===== config.mk =====
export PLATFORM = sky130hd
export DESIGN_NAME = l2_mem_arbiter
export DESIGN_NICKNAME = d
export VERILOG_FILES = /design/src/rtl/l2_mem_arbiter_pkg.sv /design/src/rtl/l2_mem_arbiter_wb_buffer.sv /design/src/rtl/l2_mem_arbiter.sv
export SDC_FILE = /design/constraint.sdc
export NUM_CORES = 2
export LEC_CHECK = 0
export BUFFER_PORTS_ARGS = -buffer_cell sky130_fd_sc_hd__buf_2
export CAP_MARGIN = 40
export CORE_ASPECT_RATIO = 0.5
export CORE_MARGIN = 1.5
export CORE_UTILIZATION = 35
export DETAILED_ROUTE_END_ITERATION = 8
export HOLD_SLACK_MARGIN = 0.08
export REMOVE_ABC_BUFFERS = 1
export SLEW_MARGIN = 15
export SYNTH_ARGS = -nofsm -noshare
export SYNTH_HDL_FRONTEND = slang
export SYNTH_SLANG_ARGS = --single-unit

===== constraint.sdc =====
create_clock -name clk_i -period 15.31 [get_ports clk_i]
set_input_delay 0.7655 -clock clk_i [delete_from_list [all_inputs] [get_ports clk_i]]
set_output_delay 0.7655 -clock clk_i [all_outputs]
set_load 0.01 [all_outputs]

===== src/rtl/l2_mem_arbiter_pkg.sv =====
// Shared types for the L2 miss path / main memory arbiter.
package cache_def;

  // Request toward main memory (rw: 1 = write, 0 = read).
  typedef struct packed {
    logic [31:0]  addr;
    logic [127:0] data;
    logic         rw;
    logic         valid;
  } mem_req_type;

  // Line-sized data with a one-cycle completion pulse.
  typedef struct packed {
    logic [127:0] data;
    logic         ready;
  } mem_data_type;

  // Dirty line leaving the L2.
  typedef struct packed {
    logic [31:0]  addr;
    logic [127:0] data;
    logic         valid;
  } evict_data_type;

  typedef enum logic [1:0] {
    IDLE  = 2'd0,
    READ  = 2'd1,
    WRITE = 2'd2,
    RESP  = 2'd3
  } l2_arb_state_type;

  localparam int LINE_OFFSET_BITS = 4;

  // Lines are 16 bytes; the byte offset never reaches memory or the WB compare.
  function automatic logic [31:0] line_align(input logic [31:0] addr);
    return {addr[31:LINE_OFFSET_BITS], {LINE_OFFSET_BITS{1'b0}}};
  endfunction

endpackage


===== src/rtl/l2_mem_arbiter_wb_buffer.sv =====
// Write-back buffer: FIFO of dirty lines with an associative address compare.
// Evicts to a line already buffered merge into that entry, except into a head
// that is locked because its write is (or is about to be) in flight.
module wb_buffer
  import cache_def::*;
#(
  parameter int DEPTH = 4,
  localparam int PW = $clog2(DEPTH),
  localparam int CW = $clog2(DEPTH) + 1
) (
  input  logic           clk_i,
  input  logic           rst_ni,
  input  logic           push_i,
  input  logic [31:0]    push_addr_i,
  input  logic [127:0]   push_data_i,
  output logic           push_ready_o,
  input  logic           head_locked_i,
  input  logic           pop_i,
  output logic [31:0]    head_addr_o,
  output logic [127:0]   head_data_o,
  input  logic [31:0]    lookup_addr_i,
  output logic           hit_o,
  output logic [127:0]   hit_data_o,
  output logic [CW-1:0]  count_o,
  output logic           full_o,
  output logic           empty_o
);

  logic [31:0]   addr_q [DEPTH];
  logic [127:0]  data_q [DEPTH];
  logic [PW-1:0] head_q;
  logic [PW-1:0] tail_q;
  logic [CW-1:0] count_q;

  logic [PW-1:0] idx;
  logic [PW-1:0] merge_idx;
  logic [PW-1:0] wr_idx;
  logic          merge_hit;
  logic          do_push;
  logic          push_new;
  logic          do_pop;

  assign full_o       = (count_q == CW'(DEPTH));
  assign empty_o      = (count_q == '0);
  assign push_ready_o = ~full_o;
  assign count_o      = count_q;
  assign head_addr_o  = addr_q[head_q];
  assign head_data_o  = data_q[head_q];

  assign do_push  = push_i & ~full_o;
  assign push_new = do_push & ~merge_hit;
  assign do_pop   = pop_i & ~empty_o;
  assign wr_idx   = merge_hit ? merge_idx : tail_q;

  // Walk entries oldest to youngest so the youngest match wins both compares.
  always_comb begin
    idx        = '0;
    hit_o      = 1'b0;
    hit_data_o = '0;
    merge_hit  = 1'b0;
    merge_idx  = tail_q;
    for (int k = 0; k < DEPTH; k++) begin
      idx = head_q + PW'(k);
      if (CW'(k) < count_q) begin
        if (addr_q[idx] == lookup_addr_i) begin
          hit_o      = 1'b1;
          hit_data_o = data_q[idx];
        end
        if ((addr_q[idx] == push_addr_i) && ((k != 0) || !head_locked_i)) begin
          merge_hit = 1'b1;
          merge_idx = idx;
        end
      end
    end
  end

  // Pointer and occupancy bookkeeping; reset discards everything buffered.
  always_ff @(posedge clk_i or negedge rst_ni) begin
    if (!rst_ni) begin
      head_q  <= '0;
      tail_q  <= '0;
      count_q <= '0;
    end else begin
      if (push_new) tail_q <= tail_q + PW'(1);
      if (do_pop)   head_q <= head_q + PW'(1);
      count_q <= count_q + CW'(push_new) - CW'(do_pop);
    end
  end

  // Line storage: a new entry at the tail or a merge into an existing one.
  always_ff @(posedge clk_i) begin
    if (do_push) begin
      addr_q[wr_idx] <= push_addr_i;
      data_q[wr_idx] <= push_data_i;
    end
  end

endmodule


===== src/rtl/l2_mem_arbiter.sv =====
// Schedules L2 refills and dirty-line writebacks onto one memory port.
// Reads win by default; a full WB or a long read streak forces a drain, and
// reads that hit a buffered line are served from the WB.
// Handshakes: a request (rd_req_i / mem_req_o) is held stable while valid until
// the matching one-cycle ready pulse; an evict transfers on valid & ready.
module l2_mem_arbiter
  import cache_def::*;
#(
  parameter int WB_DEPTH        = 4,
  parameter int MAX_READ_STREAK = 8,
  localparam int CW = $clog2(WB_DEPTH) + 1
) (
  input  logic             clk_i,
  input  logic             rst_ni,
  input  mem_req_type      rd_req_i,
  output mem_data_type     rd_data_o,
  input  evict_data_type   evict_i,
  output logic             evict_ready_o,
  output mem_req_type      mem_req_o,
  input  mem_data_type     mem_resp_i,
  output logic [CW-1:0]    wb_count_o,
  output logic             wb_empty_o,
  output l2_arb_state_type state_o
);

  localparam int SW = $clog2(MAX_READ_STREAK + 1);

  l2_arb_state_type state_q;
  l2_arb_state_type idle_next;
  logic [SW-1:0]    streak_q;
  mem_req_type      mem_req_q;
  mem_data_type     rd_data_q;

  logic [31:0]  rd_line;
  logic         wb_full;
  logic         wb_empty;
  logic         wb_hit;
  logic [127:0] wb_hit_data;
  logic [31:0]  wb_head_addr;
  logic [127:0] wb_head_data;
  logic         wb_push_ready;
  logic         head_locked;
  logic         wb_pop;
  logic         unused_ok;

  assign rd_line   = line_align(rd_req_i.addr);
  assign unused_ok = ^{rd_req_i.data, rd_req_i.rw, rd_req_i.addr[3:0], evict_i.addr[3:0]};

  // Head is frozen from the cycle WRITE is chosen so the latched request
  // always matches the entry that gets popped.
  assign head_locked = (state_q == WRITE) || ((state_q == IDLE) && (idle_next == WRITE));
  assign wb_pop      = (state_q == WRITE) && mem_resp_i.ready;

  wb_buffer #(.DEPTH(WB_DEPTH)) u_wb (
    .clk_i         (clk_i),
    .rst_ni        (rst_ni),
    .push_i        (evict_i.valid),
    .push_addr_i   (line_align(evict_i.addr)),
    .push_data_i   (evict_i.data),
    .push_ready_o  (wb_push_ready),
    .head_locked_i (head_locked),
    .pop_i         (wb_pop),
    .head_addr_o   (wb_head_addr),
    .head_data_o   (wb_head_data),
    .lookup_addr_i (rd_line),
    .hit_o         (wb_hit),
    .hit_data_o    (wb_hit_data),
    .count_o       (wb_count_o),
    .full_o        (wb_full),
    .empty_o       (wb_empty)
  );

  assign evict_ready_o = wb_push_ready;
  assign wb_empty_o    = wb_empty;
  assign mem_req_o     = mem_req_q;
  assign rd_data_o     = rd_data_q;
  assign state_o       = state_q;

  // IDLE scheduling decision in priority order.
  always_comb begin
    idle_next = IDLE;
    if (wb_full)
      idle_next = WRITE;
    else if (rd_req_i.valid && wb_hit)
      idle_next = RESP;
    else if (rd_req_i.valid && (streak_q == SW'(MAX_READ_STREAK)) && !wb_empty)
      idle_next = WRITE;
    else if (rd_req_i.valid)
      idle_next = READ;
    else if (!wb_empty)
      idle_next = WRITE;
  end

  // Main FSM with registered memory request and refill outputs.
  always_ff @(posedge clk_i or negedge rst_ni) begin
    if (!rst_ni) begin
      state_q   <= IDLE;
      streak_q  <= '0;
      mem_req_q <= '0;
      rd_data_q <= '0;
    end else begin
      case (state_q)
        IDLE: begin
          state_q <= idle_next;
          case (idle_next)
            READ:    mem_req_q <= '{addr: rd_line, data: '0, rw: 1'b0, valid: 1'b1};
            WRITE:   mem_req_q <= '{addr: wb_head_addr, data: wb_head_data, rw: 1'b1, valid: 1'b1};
            RESP:    rd_data_q <= '{data: wb_hit_data, ready: 1'b1};
            default: ;
          endcase
        end
        READ: begin
          if (mem_resp_i.ready) begin
            mem_req_q <= '0;
            rd_data_q <= '{data: mem_resp_i.data, ready: 1'b1};
            state_q   <= RESP;
            if (wb_empty)
              streak_q <= '0;
            else if (streak_q != SW'(MAX_READ_STREAK))
              streak_q <= streak_q + SW'(1);
          end
        end
        WRITE: begin
          if (mem_resp_i.ready) begin
            mem_req_q <= '0;
            streak_q  <= '0;
            state_q   <= IDLE;
          end
        end
        default: begin
          rd_data_q <= '0;
          state_q   <= IDLE;
        end
      endcase
    end
  end

endmodule


==> flow_summary.json <==
{
  "final_area_mm2": 0.0629,
  "synth_edf_count": 624,
  "synth.avg_cell_area_um2": 12.2,
  "wl_per_cell_um": 25.2,
  "rows": 102,
  "io_pins": 752,
  "synthCells": 4456,
  "power_per_cell_area_mw_per_mm2": 212,
  "grt_start_max_net_pins": 159,
  "crit_path_start_kind": "flop",
  "drt_iter0_drc": 3681,
  "globalRouteOverflowTotal": 0,
  "min_to": "u_wb.data_q[3][82]",
  "synth.mux.area_fraction_pct": 25.0,
  "dpl.hpwl_um": 117000,
  "die_area_mm2": 0.158,
  "worst_clock_skew_ns": 0.0266,
  "finalHoldViolCount": 0,
  "die_x_um": 561,
  "ys_seq_elements": 924,
  "worst_slew_margin_rel_pct": 27.7,
  "grt_first_pass_wirelength_um": 260000,
  "endpoint_kind": "flop",
  "die_y_um": 282,
  "fillers": 14500,
  "cts_setup_buffers": 0,
  "place_area_mm2": 0.0593,
  "critPathLaunch": "u_wb.head_q[1]",
  "netlist_area_mm2": 0.0544,
  "synth_top_family_by_area": "multiplexers",
  "nets": 5310,
  "period_share_pct": 46.9,
  "finalCriticalPeriod_ns": 7.17,
  "placed_cells": 6821,
  "drv_cap": 0,
  "port_buffers": 610,
  "detailedPlace.worstSlack_ns": 8.19,
  "grt_pass1_vias": 40000,
  "coreArea_mm2": 0.155,
  "r2r-start": "u_wb.head_q[1]",
  "rsz0062_at_grt": "false",
  "setup_ws_ns": 8.14,
  "crit_fanout": 141,
  "crit_required_ns": 15.94,
  "max_freq_mhz": 139,
  "routed_via_density": 5.83,
  "r2r_cells": 13,
  "antenna_found_initial": 57,
  "routabilityCongestion": 0.914,
  "root_buffer": "clkbuf_16",
  "layout_common_cells": "edfxtp_1 (624), buf_2 (609), nand2_1 (606), mux2i_1 (502), mux4_2 (299)",
  "ctsHoldBuffers": 1,
  "final_cell_count_no_fill": 7046,
  "async_flop_share_pct": 32.5,
  "path_class": "reg2reg",
  "r2r-end": "rd_data_o[9]",
  "drc": 0,
  "outcome": "finished clean",
  "hp-class": "in2reg",
  "yosysSeqAreaShare_pct": 48.2,
  "antenna_left": 0,
  "vias": 41100,
  "synth_xor_xnor_area_share_pct": 3.38,
  "clkTransAtPathRegs_ns": 0.07,
  "clkLatencyLatePin_ns": 0.72,
  "regToRegSetupSlack_ns": 8.14,
  "htree_levels": 3,
  "p_leak_nw": 24.3,
  "worstHoldPathCells": 1,
  "cts_sinks": 924,
  "min_from": "evict_i[83]",
  "yosys.area_share.simple_pct": 9.45,
  "final_layout_size_suffix_gt1_share_pct": 25.6,
  "worst_slew_pin_slew_ns": 1.08,
  "synth_compound_area_share_pct": 9.86,
  "cts_tree": "done",
  "timing.hold.ws_ns": 0.257,
  "final-setup-viol-count": 0,
  "synth_ff_type": "edfxtp_1",
  "yosys_warnings": 0,
  "grt_usage_pct": 21.7,
  "vdd_drop_max_mv": 0.291,
  "cts_resized": 0,
  "clockBufferDepth": 3,
  "synthAdderAreaFrac_pct": 0.267,
  "mostFrequentLayoutCell": "edfxtp_1",
  "drtPass1Iterations": 6,
  "start_util_pct": 35.2,
  "drv_slew": 0,
  "ys_types": 80,
  "worstPathArrival_ns": 7.80,
  "setup_tns_ns": 0,
  "syn_to_final_growth_pct": 15.6,
  "routed_wl_um": 178000,
  "cts-buffers-inserted": 94
}
## critical path, stage by stage, from the launching register on
cell       delay, ns
dfrtp_4         0.81
buf_12          0.59
mux2_2          0.50
a222oi_1        0.54
nand4_1         0.19
a2111oi_2       0.92
nand4_4         0.59
o21ai_2         0.32
o311ai_1        0.29
a21oi_4         0.21
buf_4           0.60
buf_4           0.70
o21ai_0         0.19
a31oi_1         0.19
## through the flow
| stage | total power [mW] | utilization, % |
|---|---|---|
| 2_1_floorplan | 10.8 | - |
| 3_3_place_gp | 10.5 | 38.0 |
| 3_5_place_dp | 10.8 | 38.4 |
| 4_1_cts | 13.3 | 40.5 |
| 5_1_grt | 14.1 | 40.7 |
| 6_report | 13.3 | 40.7 |
## power breakdown
group | internal, mW | leakage [nW] | total [mW] | switching (mW)
logic | 2.83 | 13.2 | 6.79 | 3.97
registers | 3.54 | 9.50 | 4.02 | 0.479
clock network | 1.45 | 1.62 | 2.50 | 1.05
total | 7.81 | 24.3 | 13.3 | 5.50
## final cells by class
type                            instances  area [um2]  share of cell area [%]
Clock inverter                         43         589                   0.937
Tap cell                             2080        2600                    4.14
Timing Repair Buffer                  696        4320                    6.87
Multi-Input combinational cell       3103       26200                    41.7
Clock buffer                          135        2720                    4.33
Sequential cell                       924       26300                    41.7
Inverter                               26         106                   0.169
Antenna cell                           39        97.6                   0.155
## cell usage after synthesis, types with 19 or more instances
library cell / count / area share (%)
mux4_2: 299 / 12
edfxtp_1: 624 / 34
o21ai_1: 60 / 0.55
mux2i_1: 502 / 9.2
or3_1: 74 / 0.85
a22o_1: 63 / 1.0
nand3_1: 73 / 0.67
mux4_1: 33 / 1.6
dfrtp_1: 300 / 14
nor4_1: 19 / 0.22
nor2_1: 96 / 0.66
o211ai_1: 76 / 1.0
o21ai_0: 257 / 2.4
buf_2: 126 / 1.2
xnor2_1: 161 / 2.6
inv_1: 23 / 0.16
buf_4: 22 / 0.30
a21oi_1: 98 / 0.90
mux2_2: 82 / 1.7
buf_1: 44 / 0.30
clkbuf_1: 194 / 1.3
nand4_1: 32 / 0.37
xor2_1: 49 / 0.79
nand2_1: 607 / 4.2
a31oi_1: 261 / 3.0
nand3b_1: 129 / 1.8
## state kept, by name (all words and copies together) (netlist names), 3 cells and up
register,count
rd_data_o,129
u_wb.data_q,512
streak_q,4
mem_req_o,158
u_wb.addr_q,112
u_wb.count_o,3
## logic make-up (layout without fill, tap and decap cells)
kind of cell    Yosys count  in the layout
buf+inv                 432            900
compound gates          876            876
fa+ha+maj                11             11
simple gates           1083           1083
other cells               1             43
xor+xnor                210            210
mux                     919            919
flops                   924            924
## layer usage
metal	wire length [um]	track usage (%)
met1	71500	26.9
met2	90200	37.6
met3	7970	2.66
met4	8020	10.9
met5	68	0
## how the worst max path moves through the flow
stage | endpoint | slack (ns)
after CTS | u_wb.data_q[3][17] | 8.16
after global routing | rd_data_o[116] | 7.85
final | rd_data_o[9] | 8.14
after floorplan | u_wb.addr_q[3][0] | -26.19
after detailed placement | u_wb.data_q[3][55] | 8.19
after global placement | u_wb.data_q[3][45] | 7.59
No activity file was read; power rests on OpenSTA's default activity.
